`src/rtl/completion_writeback_queue_if.sv`:
```
// Completion writeback queue bus: execute-side result lanes
// plus the ROB-side drain slots and flow-control status.
interface completion_writeback_queue_if #(
  parameter int DEPTH     = 8,
  parameter int PAYLOAD_W = 96
);
  logic [2:0]             in_valid;
  logic [3*PAYLOAD_W-1:0] in_payload;
  logic                   wb_allowin;
  logic                   drain_en;
  logic [1:0]             out_valid;
  logic [2*PAYLOAD_W-1:0] out_payload;
  logic [$clog2(DEPTH):0] occupancy;

  // Environment side: drives lanes and drain enable.
  modport master (
    output in_valid,
    output in_payload,
    output drain_en,
    input  wb_allowin,
    input  out_valid,
    input  out_payload,
    input  occupancy
  );

  // Queue side.
  modport slave (
    input  in_valid,
    input  in_payload,
    input  drain_en,
    output wb_allowin,
    output out_valid,
    output out_payload,
    output occupancy
  );
endinterface

```
`src/rtl/completion_writeback_queue.sv`:
```
// Completion writeback queue: compacts up to three execute
// results per cycle into a FIFO and drains two per cycle.
module completion_writeback_queue #(
  parameter int DEPTH          = 8,
  parameter int PAYLOAD_W      = 96,
  parameter int ALLOWIN_MARGIN = 6
) (
  input  logic clk,
  input  logic resetn,
  input  logic flush,
  completion_writeback_queue_if.slave wb
);
  localparam int AW = $clog2(DEPTH);
  localparam int PW = AW + 1;
  localparam logic [PW-1:0] DEPTH_C  = PW'(DEPTH);
  localparam logic [PW-1:0] MARGIN_C = PW'(ALLOWIN_MARGIN);
  localparam logic [PW-1:0] ONE_C    = PW'(1);
  localparam logic [PW-1:0] TWO_C    = PW'(2);

  logic [PW-1:0]        head_q;
  logic [PW-1:0]        head_d;
  logic [PW-1:0]        tail_q;
  logic [PW-1:0]        tail_d;
  logic                 allowin_q;
  logic                 allowin_d;
  logic [PAYLOAD_W-1:0] mem_q [DEPTH];

  logic [PW-1:0] occ;
  logic [PW-1:0] free;
  logic [PW-1:0] enq_n;
  logic [PW-1:0] deq_n;
  logic [PW-1:0] occ_nxt;
  logic [2:0]    wen;
  logic [AW-1:0] waddr [3];
  logic [AW-1:0] raddr0;
  logic [AW-1:0] raddr1;

  // Occupancy and free space from the wrap-bit pointers.
  always_comb begin
    occ  = tail_q - head_q;
    free = DEPTH_C - occ;
  end

  // Compact valid lanes onto consecutive slots; lanes that
  // do not fit are dropped so head is never overrun.
  always_comb begin
    enq_n = '0;
    wen   = '0;
    for (int i = 0; i < 3; i++) begin
      waddr[i] = tail_q[AW-1:0] + enq_n[AW-1:0];
      if (wb.in_valid[i] && (enq_n < free)) begin
        wen[i] = 1'b1;
        enq_n  = enq_n + ONE_C;
      end
    end
  end

  // Drain count: up to two oldest entries when the ROB accepts.
  always_comb begin
    deq_n = '0;
    if (wb.drain_en) begin
      if (occ >= TWO_C) begin
        deq_n = TWO_C;
      end else if (occ == ONE_C) begin
        deq_n = ONE_C;
      end
    end
  end

  // Next pointers and registered issue back-pressure.
  always_comb begin
    head_d    = head_q + deq_n;
    tail_d    = tail_q + enq_n;
    occ_nxt   = occ + enq_n - deq_n;
    allowin_d = (DEPTH_C - occ_nxt) >= MARGIN_C;
  end

  // Pointer and allowin state; flush behaves like reset.
  always_ff @(posedge clk) begin
    if (!resetn || flush) begin
      head_q    <= '0;
      tail_q    <= '0;
      allowin_q <= 1'b1;
    end else begin
      head_q    <= head_d;
      tail_q    <= tail_d;
      allowin_q <= allowin_d;
    end
  end

  // Payload storage is not reset; only accepted lanes write.
  always_ff @(posedge clk) begin
    if (resetn && !flush) begin
      for (int i = 0; i < 3; i++) begin
        if (wen[i]) begin
          mem_q[waddr[i]] <=
            wb.in_payload[i*PAYLOAD_W +: PAYLOAD_W];
        end
      end
    end
  end

  // Read the two oldest entries straight from storage.
  always_comb begin
    raddr0         = head_q[AW-1:0];
    raddr1         = head_q[AW-1:0] + 1'b1;
    wb.out_valid   = {occ >= TWO_C, occ != '0};
    wb.out_payload = {mem_q[raddr1], mem_q[raddr0]};
    wb.occupancy   = occ;
    wb.wb_allowin  = allowin_q;
  end

  // Upstream must never present more results than free slots.
  property p_no_overflow;
    @(posedge clk) disable iff (!resetn || flush)
      PW'($countones(wb.in_valid)) <= free;
  endproperty
  a_no_overflow: assert property (p_no_overflow);

endmodule
```
`src/flat_wrapper.sv`:
```
// flat-port wrapper written by rule: the top's interface ports become plain ports
module completion_writeback_queue_flat 
#(
  parameter int DEPTH          = 8,
  parameter int PAYLOAD_W      = 96,
  parameter int ALLOWIN_MARGIN = 6
)
  (clk, resetn, flush, wb_in_valid, wb_in_payload, wb_drain_en, wb_wb_allowin, wb_out_valid, wb_out_payload, wb_occupancy);
  completion_writeback_queue_if #(.DEPTH(DEPTH), .PAYLOAD_W(PAYLOAD_W)) wb_i ();
  input  logic clk;
  input  logic resetn;
  input  logic flush;
  input wire logic [$bits(wb_i.in_valid)-1:0] wb_in_valid;
  input wire logic [$bits(wb_i.in_payload)-1:0] wb_in_payload;
  input wire logic [$bits(wb_i.drain_en)-1:0] wb_drain_en;
  output wire logic [$bits(wb_i.wb_allowin)-1:0] wb_wb_allowin;
  output wire logic [$bits(wb_i.out_valid)-1:0] wb_out_valid;
  output wire logic [$bits(wb_i.out_payload)-1:0] wb_out_payload;
  output wire logic [$bits(wb_i.occupancy)-1:0] wb_occupancy;
  assign wb_i.in_valid = wb_in_valid;
  assign wb_i.in_payload = wb_in_payload;
  assign wb_i.drain_en = wb_drain_en;
  assign wb_wb_allowin = wb_i.wb_allowin;
  assign wb_out_valid = wb_i.out_valid;
  assign wb_out_payload = wb_i.out_payload;
  assign wb_occupancy = wb_i.occupancy;
  completion_writeback_queue #(.DEPTH(DEPTH), .PAYLOAD_W(PAYLOAD_W), .ALLOWIN_MARGIN(ALLOWIN_MARGIN)) u_core (.clk(clk), .resetn(resetn), .flush(flush), .wb(wb_i));
endmodule
```
`config.mk`:
```
export PLATFORM = sky130hd
export DESIGN_NAME = completion_writeback_queue_flat
export DESIGN_NICKNAME = d
export VERILOG_FILES = /design/src/rtl/completion_writeback_queue_if.sv /design/src/rtl/completion_writeback_queue.sv /design/src/flat_wrapper.sv
export SDC_FILE = /design/constraint.sdc
export NUM_CORES = 2
export LEC_CHECK = 0
export ABC_AREA = 1
export ABC_CLOCK_PERIOD_IN_PS = 17400
export CAP_MARGIN = 25
export CORE_ASPECT_RATIO = 0.9
export CORE_MARGIN = 2
export CORE_UTILIZATION = 30
export DETAILED_ROUTE_END_ITERATION = 8
export GPL_ROUTABILITY_DRIVEN = 0
export PLACE_DENSITY = 0.45
export RECOVER_POWER = 50
export SYNTH_ARGS = -nofsm -noshare
export SYNTH_HDL_FRONTEND = slang
export SYNTH_SLANG_ARGS = --single-unit
```
`constraint.sdc`:
```
create_clock -name clk -period 17.4 [get_ports clk]
set_input_delay 3.48 -clock clk [delete_from_list [all_inputs] [get_ports clk]]
set_output_delay 3.48 -clock clk [all_outputs]
set_load 0.03 [all_outputs]
```
==> metrics.md <==
| Metric | Value |
|---|---|
| Core ar. | 0.183 sq mm |
| Hold path endpoint | u_core.head_q[3] |
| DRC | 0 |
| Die area | 0.188 sq mm |
| Filler cells | 19408 |
| Switching portion of total power | a little under half |
| PwrDens | 156 mW/mm^2 |
| Min-delay src | u_core.head_q[3] |
| Worst Tran Pin Value | around 4.7 ns |
| Mean Syn Cell Area | 6.72 sq um |
| Clock skew | around 0.032 ns |
| Worst min path class | reg -> reg |
| Initial DRC Count | 6781 |
| Net switching power | roughly 0.0048 W |
| Synth Net Count | 8572 |
| Hold Crit Depth | 1 |
| DR vias/cell | 5.52 |
| Yosys warning count | 0 |
| Setup WS post-layout | 4.77 ns |
| Post-layout min period | approximately 13 ns |
| Clock slew at reported path FFs | 0.06 ns |
| Die H | between 400 and 500 um |
| Wire per inst | 27.0 um |
| Layout area overhead | 16.7% |
| Register bit total from synthesis | 777 |
| Max_slew headroom | -214% |
| First-pass GRT wire length | 410000 um |
| Worst reg2reg startpoint | u_core.head_q[0] |
| Final wirelength | between 200000 and 300000 um |
| Status | complete, but fails checks |
| VDD IR max | around 120 uV |
| Cts repair resizes | 0 |
| Starting density of the core | between 30% and 40% |
| GR Util All Layers | 29.7% |
| RSZ-0062 raised after global routing | false |
| Initial antenna violation count | 19 |
| Total power | 0.0101 W |
| Final hold violations | 0 |
| Worst setup SP type | flop |
| Final setup vio count | 0 |
| Yosys cell types | 27 |
| Cell area after synthesis | 0.0554 sq mm |
| CTS tree | done |
| Post-Synthesis Cells | around 8200 |
| Die width | about 460 um |
| Max Freq | between 70 and 80 MHz |
| Most Frequent Cell on Critical Path | inv_1 |
| Cells along the critical path | ha_1 -> inv_1 -> fa_1 -> inv_1 -> ha_1 -> xnor2_1 -> nand3_1 -> nand2_1 -> ha_1 -> ha_1 -> inv_1 -> fa_1 -> xor2_1 -> inv_1 -> nor2_1 -> inv_1 -> nor2_1 -> nand2_4 -> clkbuf_1 -> clkinvlp_2 -> buf_4 -> nand2_1 -> nand2_1 |
| CTS Root Cell | clkbuf_16 |
| Htree depth | 3 |
| Top Ports | 494 |
| Detail Placement HPWL | 165000 um |
| Clock Path Buffers | 3 |
| Place WS | 7.92 ns |
| Final Net Count | approximately 8600 |
| Cells on worst reg2reg path | 23 |
| Worst-path fanout max | 54 |
| Latest clock arrival within the worst-skew pair | 0.75 ns |
| Clock power frac | 20.8% |
| Total congestion overflow | 0 |
| Setup TNS | 0 ns |
| Largest net degree at the start of global routing | 194 |
| Final hold slack | between 0.5 and 0.6 ns |
| Reg-to-reg setup timing slack | 4.77 ns |
| Slew Viols, Final | 1327 |
| Logic gate share of total power | 52.4% |
| Number of global-route vias before repair | 55723 |
| Failing checks | max-capacitance violations, max-slew violations |
| Setup Buffers After CTS | 0 |
| Leakage power | 26.9 nW |
| Via Count | 59275 |
| Max-cap violations | 33 |
| RR Endpoint | u_core.mem_q[3][15] |
| Worst path required time | 17.89 ns |
| ANT nets after route | 0 |
| TritonCTS Buffers | 102 |
| Critical path endpoint category | flop |
| Hold-fix buffer count after cts | 0 |
| Period utilization | slightly above 70% |
| CP Data Arrival Time | between 10 and 15 ns |
| Sink Count | 777 |
| Critical path class | reg -> reg |
| Power Internal | 0.00530 W |
| Row count | 149 |
| Share of layout cells above drive strength 1 | 3.02% |
| Seq/Total Area, Yosys | 41.9% |
| Share of power burned in registers | 26.8% |
| Most common cell after layout, fill and taps aside | nand2_1 |
| Leading cell types in the layout, fill and taps excluded | 3302 x nand2_1, 785 x nand3_1, 773 x o21ai_0 |
| IO Port Bufs | a little under 500 |
| CP peak stage delay | 3.26 ns |
| Slowest stage cell, crit path | clkinvlp_2 |
| DRT Pass-1 Iters | 8 |
## Yosys cell counts, drive strengths merged
cell type,n,share of area [%]
fa,6,0.22
a31oi,192,2.2
a21oi,485,4.4
clkinv,8,0.054
nand3,787,7.1
nand4,16,0.18
clkbuf,481,3.3
a21o,1,0.014
buf,238,2.1
nor2,517,3.5
nand3b,1,0.014
o21a,1,0.014
xor2,8,0.13
o211ai,97,1.3
inv,529,3.6
xnor2,4,0.063
o21ai,773,7.0
nand2,3304,22
ha,23,0.52
edfxtp,768,42
dfxtp,9,0.33
## through the flow
stage,utilization (%),cell area [sq um],cells
2_1_floorplan,-,55400,8248
3_3_place_gp,33.6,61600,10545
3_5_place_dp,33.6,61600,10548
4_1_cts,35.3,64800,10728
5_1_grt,35.2,64700,10740
6_report,35.3,64700,10744
## cell families after synthesis
logic type,after synthesis,synth area share (%)
compound gates,1549,14.9
xor+xnor,12,0.190
fa+ha+maj,29,0.736
buf+inv,1256,9.06
flops,777,41.9
simple gates,4625,33.2
## power groups by stage
stage	Combinational, W	Sequential (W)	Clock [W]
6_report	0.00528	0.00271	0.00210
2_1_floorplan	0.00304	0.00271	0
3_3_place_gp	0.00525	0.00273	0
3_5_place_dp	0.00527	0.00273	0
4_1_cts	0.00529	0.00270	0.00212
5_1_grt	0.00565	0.00273	0.00218
## how the worst max path moves through the flow
| stage | startpoint | to | slack [ns] | cells after the start |
|---|---|---|---|---|
| after floorplan | wb_in_valid[0] | u_core.mem_q[2][0] | 8.16 | 17 |
| after global placement | wb_in_valid[0] | u_core.mem_q[3][10] | 7.87 | 18 |
| after detailed placement | wb_in_valid[0] | u_core.mem_q[3][10] | 7.92 | 18 |
| after CTS | u_core.head_q[0] | wb_out_payload[130] | 7.77 | 8 |
| after global routing | u_core.head_q[0] | u_core.mem_q[3][88] | 4.08 | 23 |
| final | u_core.head_q[0] | u_core.mem_q[3][15] | 4.77 | 23 |
## registers in the layout (all words and copies together), names as in the netlist
| name | count |
|---|---|
| u_core.mem_q | 768 |
| u_core.head_q | 4 |
| u_core.tail_q | 4 |
| u_core.wb.wb_allowin | 1 |
## layout make-up
type	count	area, sq um	share of cell area [%]
timing repair buffer	607	5930	9.17
inverter	537	2040	3.15
tap	2416	3020	4.67
clock inverter	52	435	0.673
clock buffer	128	2690	4.16
multi-input combinational	6215	27300	42.2
antenna	12	30.0	0.0464
sequential	777	23200	36.0
## critical path: cells and delay by family, from the launching register on
kind / cells / cell delay, ns
AND/OR/NAND/NOR: 7 / 1.36
buffers and inverters: 8 / 6.66
flip-flops: 1 / 1.73
XOR/XNOR: 2 / 0.49
adder cells (fa/ha/maj): 6 / 1.99
## routing by layer
| metal | GRT usage, % | wire length (um) | vias to the layer above |
|---|---|---|---|
| met3 | 4.55 | 22500 | 618 |
| met2 | 47.9 | 133000 | 3224 |
| met1 | 38.4 | 119000 | 28328 |
| li1 | - | - | 27093 |
| met4 | 15.8 | 16100 | 12 |
| met5 | 0 | 76 | - |
(Power assumes the default switching activity.)
